[config.mk]
export PLATFORM = sky130hd
export DESIGN_NAME = recepcao_medida_uc_fd
export DESIGN_NICKNAME = d
export VERILOG_FILES = /design/src/rtl/recepcao_medida_uc_fd.sv
export SDC_FILE = /design/constraint.sdc
export NUM_CORES = 1
export LEC_CHECK = 0
export ABC_AREA = 1
export CAP_MARGIN = 25
export CORE_MARGIN = 2
export CORE_UTILIZATION = 35
export CTS_BUF_LIST = sky130_fd_sc_hd__clkbuf_4 sky130_fd_sc_hd__clkbuf_8
export DETAILED_ROUTE_END_ITERATION = 16
export PLACE_DENSITY = 0.56
export SLEW_MARGIN = 20
export SYNTH_ARGS = -nofsm -noshare
export SYNTH_HDL_FRONTEND = slang
export SYNTH_SLANG_ARGS = --single-unit
[constraint.sdc]
create_clock -name clock -period 5.1 [get_ports clock]
set_clock_uncertainty 0.15 [all_clocks]
set_input_delay 0.765 -clock clock [delete_from_list [all_inputs] [get_ports clock]]
set_output_delay 0.765 -clock clock [all_outputs]
set_load 0.05 [all_outputs]
[src/rtl/recepcao_medida_uc_fd.sv]
// Receive end of the measurement serial link: UART 8N1 receiver, frame parser and
// BCD-to-binary conversion that rebuild the temperature and humidity words.
module recepcao_medida_uc_fd #(
  parameter int         CLKS_PER_BIT = 5208,
  parameter logic [7:0] TERMINADOR   = 8'h23
) (
  input  logic        clock,
  input  logic        reset,
  input  logic        rx_serial,
  output logic [15:0] temperatura,
  output logic [15:0] umidade,
  output logic        pronto,
  output logic        erro,
  output logic [2:0]  db_estado
);

  localparam int              CW          = $clog2(CLKS_PER_BIT);
  localparam logic [CW-1:0]   FIM_BIT     = CW'(CLKS_PER_BIT - 1);
  localparam logic [CW-1:0]   FIM_MEIO    = CW'(CLKS_PER_BIT / 2 - 1);
  localparam int              OCIO_CICLOS = 10 * CLKS_PER_BIT;
  localparam int              AW          = $clog2(OCIO_CICLOS + 1);
  localparam logic [AW-1:0]   OCIO_FIM    = AW'(OCIO_CICLOS - 1);

  typedef enum logic [1:0] {U_IDLE, U_START, U_DADOS, U_STOP} uart_estado_t;
  typedef enum logic [2:0] {
    ESPERA   = 3'd0,
    DIGITO   = 3'd1,
    FINAL    = 3'd2,
    CONVERTE = 3'd3,
    PUBLICA  = 3'd4
  } quadro_estado_t;

  function automatic logic [6:0] bcd_bin(input logic [3:0] dezena, input logic [3:0] unidade);
    return 7'(dezena) * 7'd10 + 7'(unidade);
  endfunction

  // ---------------- input synchronizer and line-idle qualification ----------------
  logic            rx_meta, rx_sync, rx_ant;
  logic            linha_ok;
  logic [AW-1:0]   ocio_cnt;
  logic            borda;

  // A start edge only counts once the line has been seen idle for a whole
  // character time, so a byte cut in half by reset is never half-received.
  // NOTE: sequential state is always assigned with <= so every flop samples the pre-edge values.
  always_ff @(posedge clock or negedge reset) begin
    if (!reset) begin
      rx_meta  <= 1'b1;
      rx_sync  <= 1'b1;
      rx_ant   <= 1'b1;
      linha_ok <= 1'b0;
      ocio_cnt <= '0;
    end else begin
      rx_meta <= rx_serial;
      rx_sync <= rx_meta;
      rx_ant  <= rx_sync;
      if (!linha_ok) begin
        if (!rx_sync)                  ocio_cnt <= '0;
        else if (ocio_cnt == OCIO_FIM) linha_ok <= 1'b1;
        else                           ocio_cnt <= ocio_cnt + 1'b1;
      end
    end
  end

  assign borda = linha_ok & rx_ant & ~rx_sync;

  // ---------------- UART receiver ----------------
  uart_estado_t  u_st, u_prox;
  logic [CW-1:0] u_cnt;
  logic [2:0]    u_bit;
  logic [7:0]    u_dado;
  logic          fim_bit, fim_meio;
  logic          byte_valido, erro_uart;

  assign fim_bit     = (u_cnt == FIM_BIT);
  assign fim_meio    = (u_cnt == FIM_MEIO);
  assign byte_valido = (u_st == U_STOP) & fim_bit &  rx_sync;
  assign erro_uart   = (u_st == U_STOP) & fim_bit & ~rx_sync;

  // NOTE: every always_comb output gets a default first so no path can infer a latch.
  always_comb begin
    u_prox = u_st;
    case (u_st)
      U_IDLE:  if (borda) u_prox = U_START;
      U_START: if (fim_meio) u_prox = rx_sync ? U_IDLE : U_DADOS;
      U_DADOS: if (fim_bit && u_bit == 3'd7) u_prox = U_STOP;
      U_STOP:  if (fim_bit) u_prox = U_IDLE;
      default: u_prox = U_IDLE;
    endcase
  end

  always_ff @(posedge clock or negedge reset) begin
    if (!reset) begin
      u_st   <= U_IDLE;
      u_cnt  <= '0;
      u_bit  <= '0;
      u_dado <= '0;
    end else begin
      u_st <= u_prox;
      case (u_st)
        U_START: u_cnt <= fim_meio ? '0 : u_cnt + 1'b1;
        U_DADOS: begin
          if (fim_bit) begin
            u_cnt  <= '0;
            u_dado <= {rx_sync, u_dado[7:1]};
            u_bit  <= u_bit + 3'd1;
          end else begin
            u_cnt <= u_cnt + 1'b1;
          end
        end
        U_STOP:  u_cnt <= fim_bit ? '0 : u_cnt + 1'b1;
        default: begin
          u_cnt <= '0;
          u_bit <= '0;
        end
      endcase
    end
  end

  // ---------------- frame parser ----------------
  quadro_estado_t q_st, q_prox;
  logic [2:0]     q_idx;
  logic [2:0]     idx_esc;
  logic [3:0]     digitos [8];
  logic           eh_digito;
  logic           erro_quadro;

  assign eh_digito = (u_dado >= 8'h30) && (u_dado <= 8'h39);
  assign idx_esc   = (q_st == ESPERA) ? 3'd0 : q_idx;

  always_comb begin
    q_prox      = q_st;
    erro_quadro = 1'b0;
    pronto      = 1'b0;
    case (q_st)
      ESPERA: if (byte_valido && eh_digito) q_prox = DIGITO;
      DIGITO: begin
        if (erro_uart) begin
          q_prox = ESPERA;
        end else if (byte_valido) begin
          if (!eh_digito) begin
            erro_quadro = 1'b1;
            q_prox      = ESPERA;
          end else if (q_idx == 3'd7) begin
            q_prox = FINAL;
          end
        end
      end
      FINAL: begin
        if (erro_uart) begin
          q_prox = ESPERA;
        end else if (byte_valido) begin
          if (u_dado == TERMINADOR) begin
            q_prox = CONVERTE;
          end else begin
            erro_quadro = 1'b1;
            q_prox      = ESPERA;
          end
        end
      end
      CONVERTE: q_prox = PUBLICA;
      PUBLICA: begin
        pronto = 1'b1;
        q_prox = ESPERA;
      end
      default: q_prox = ESPERA;
    endcase
  end

  assign erro      = erro_uart | erro_quadro;
  assign db_estado = q_st;

  // Both words are written on the CONVERTE->PUBLICA edge, so they change together
  // and are already valid in the cycle pronto is high.
  // NOTE: the digit registers are a tiny array and must be cleared on reset, so they sit in the reset branch.
  always_ff @(posedge clock or negedge reset) begin
    if (!reset) begin
      q_st        <= ESPERA;
      q_idx       <= '0;
      temperatura <= '0;
      umidade     <= '0;
      for (int i = 0; i < 8; i++) digitos[i] <= '0;
    end else begin
      q_st <= q_prox;
      if (q_prox == ESPERA) q_idx <= '0;
      if (byte_valido && eh_digito && (q_st == ESPERA || q_st == DIGITO)) begin
        digitos[idx_esc] <= u_dado[3:0];
        q_idx            <= idx_esc + 3'd1;
      end
      if (q_st == CONVERTE) begin
        temperatura <= {1'b0, bcd_bin(digitos[0], digitos[1]), 1'b0, bcd_bin(digitos[2], digitos[3])};
        umidade     <= {1'b0, bcd_bin(digitos[4], digitos[5]), 1'b0, bcd_bin(digitos[6], digitos[7])};
      end
    end
  end

endmodule

==> impl_metrics.env <==
export IMPL_status="finished, final reports clean"
export IMPL_cts_sinks=112
export IMPL_min_path_type="in2async"
export IMPL_combinationalPowerShare_pct=2.5
export IMPL_synthDistinctLibCells=39
export IMPL_seq_power_share_pct=62.7
export IMPL_p_int_mw=1.08
export IMPL_maxCapViolations=0
export IMPL_netlist_instances=718
export IMPL_setup_violations=0
export IMPL_hpwl_mm=9.15
export IMPL_cts_root_buf="clkbuf_8"
export IMPL_io_pins=40
export IMPL_final_nets=789
export IMPL_stdcell_area_sq_um=6760
export IMPL_synth_seq_cells=112
export IMPL_ctsLongestPathBuffers=2
export IMPL_grt_max_degree=77
export IMPL_grt_first_pass_wirelength_mm=21.7
export IMPL_slew_violations=0
export IMPL_ys_async_sr_fraction_pct=100
export IMPL_ir_drop_v=0.000155
export IMPL_fmax_mhz=266
export IMPL_cts_htree_levels=3
export IMPL_die_h_microns=135
export IMPL_core_sq_um=16600
export IMPL_area_growth_pct=12.6
export IMPL_antenna_found_initial=0
export IMPL_cts_resized=0
export IMPL_io_buffers=35
export IMPL_cts_buffers=9
export IMPL_leakage_nw=3.04
export IMPL_ys_flop_type="dfrtp_1"
export IMPL_syn_area_sq_um=6000
export IMPL_die_area_sq_um=18200
export IMPL_insertion_delay_ns=0.38
export IMPL_place_congestion=0.894
export IMPL_end_kind="primary output"
export IMPL_die_x_microns=135
export IMPL_hold_viol=0
export IMPL_critPathKind="reg2out"
export IMPL_wl_mm=12.5
export IMPL_startpoint_type="flop"
export IMPL_switchingPower_mw=0.344
export IMPL_path_clk_slew_ns=0.11
export IMPL_overflow=0
export IMPL_hold_buffers=0
export IMPL_worst_slew_pin_transition_ns=0.752
export IMPL_period_share_pct=73.6
export IMPL_synth_seq_area_share_pct=46.8
export IMPL_grtUsageTotal_pct=14.8
export IMPL_synth_edff_count=0
export IMPL_cp_max_fo=5
export IMPL_rows=47
export IMPL_post_cts_repair_setup_buffers=0
export IMPL_cp_required_ns=4.18
export IMPL_drtAntennaViolNets=0
export IMPL_drt_pass1_iterations=5
export IMPL_n_antenna_cell=0
export IMPL_post_route_min_period_ns=3.76
export IMPL_swShare_pct=24.1
export IMPL_drt_iter0_drc=258
export IMPL_num_vias=4697
export IMPL_placed_area_sq_um=6550
export IMPL_power_density_nw_per_um2=211
export IMPL_layout_drive_gt1_share_pct=6.76
export IMPL_worstPathArrival_ns=2.84
export IMPL_drc=0
export IMPL_place_ws_ns=1.79
export IMPL_maxSlewHeadroom_pct=49.8
export IMPL_wl_per_cell_microns=12.9
export IMPL_grt_pass1_vias=4589
export IMPL_syn_avg_cell_area_sq_um=8.36
export IMPL_rsz0062_at_grt="false"
export IMPL_tns_ns=0
export IMPL_initial_utilization_pct=36.0
export IMPL_timing_final_ws_setup_ns=1.34
export IMPL_r2r_cells=8
export IMPL_tritoncts="done"
export IMPL_viasPerCell=4.82
export IMPL_synth_warnings=0
export IMPL_power_share_clock_pct=34.8
-- cell families (layout without fill, tap and decap cells) --
logic type	count (synthesis)	after routing	share of synthesized area, %
buffers and inverters	103	136	6.74
AOI/OAI and AO/OA	106	106	9.70
and+or+nand+nor	331	331	23.9
DFF	112	112	46.8
adders and majority gates	37	37	8.72
other	1	4	0.0625
xor gates and xnor gates	28	28	4.09
-- area by class of cell --
type	count	area [sq um]
fillers	1658	9890
flip-flops and latches	112	2810
multi-input cells	506	2800
repair buffers	38	390
inverters	82	308
well taps	220	275
clock buffers	10	131
clock inverters	6	43.8
-- power groups by stage --
stage                     Sequential [mW]  Combinational (mW)  Clock (mW)
after global routing                0.896              0.0413       0.557
after global placement              0.912              0.0337           0
after detailed placement            0.912              0.0343           0
after floorplan                     0.911              0.0157           0
final                               0.895              0.0351       0.497
after CTS                           0.895              0.0344       0.528
-- metal layers --
layer / track usage, % / share of wire, % / up-vias
met5: 0 / 0 / -
met3: 3.75 / 4.3 / 8
met1: 19.2 / 47 / 2225
li1: - / - / 2372
met2: 24.8 / 47 / 92
met4: 3.33 / 0.98 / 0
-- through the flow --
stage	hold WS (ns)	std cells	total power, mW	utilization, %
floorplan	0.195	721	0.926	-
global placement	0.197	957	0.946	39.4
detailed placement	0.199	957	0.947	39.4
CTS	0.215	973	1.46	40.4
global route	0.0973	974	1.49	40.6
finish	0.106	974	1.43	40.6
-- cells in the mapped netlist (8+ instances only) --
cell type	number	area, sq um
ha_1	29	363
a21oi_1	11	55.1
inv_2	8	30.0
o21ai_0	56	280
nand4_1	17	106
dfrtp_1	109	2730
nor2_2	8	50.1
xnor2_1	8	70.1
fa_1	8	160
nand2_1	195	732
clkbuf_1	13	48.8
nor3_1	12	60.1
xor2_1	20	175
nand3_1	25	125
inv_1	73	274
o21ai_1	18	90.1
o31ai_1	11	82.6
nor2_1	54	203
-- cell usage in the layout (no fill, tap or decap), types with 3 or more instances in the layout --
cell / Yosys / final
nor2_1: 54 / 54
clkinvlp_4: 0 / 3
inv_2: 8 / 9
nor4_1: 5 / 5
o21a_1: 3 / 3
nand3_1: 25 / 25
o21ai_1: 18 / 18
or2_2: 4 / 4
o21ai_0: 56 / 56
ha_1: 29 / 29
dfstp_2: 3 / 3
xor2_1: 20 / 20
dfrtp_1: 109 / 109
clkdlybuf4s50_1: 0 / 34
fa_1: 8 / 8
clkbuf_8: 0 / 9
nor3_1: 12 / 12
buf_4: 4 / 3
a211oi_1: 4 / 4
xnor2_1: 8 / 8
inv_1: 73 / 72
conb_1: 1 / 4
nand4_1: 17 / 17
nor2_2: 8 / 8
nand2_1: 195 / 195
a21oi_1: 11 / 11
o31ai_1: 11 / 11
-- sequential cells by signal, indices dropped and copies added (netlist names), 3 cells and up, named ones only --
name / count
q_idx: 3
umidade: 14
u_dado: 8
temperatura: 14
digitos: 32
u_cnt: 13
db_estado: 3
ocio_cnt: 16
u_bit: 3
-- final timing paths --
check,startpoint,end,slack (ns)
min in group clock,rx_meta,rx_sync,0.21
max in group asynchronous,reset,rx_sync,3.88
worst min register to register,rx_meta,rx_sync,0.21
worst min-delay path,reset,temperatura[13],0.11
worst max-delay path,u_cnt[0],erro,1.34
worst max register to register,rx_sync,ocio_cnt[3],2.42
-- critical path, cell delays in order (launching register included) --
cell	delay [ns]
dfrtp_1	0.38
ha_1	0.22
nand2_1	0.13
nor2_2	0.16
nand2_1	0.08
nor2_2	0.19
nand4_1	0.16
o221ai_1	0.28
clkdlybuf4s50_1	0.86
Note: power is estimated with default switching activity, not from simulation.
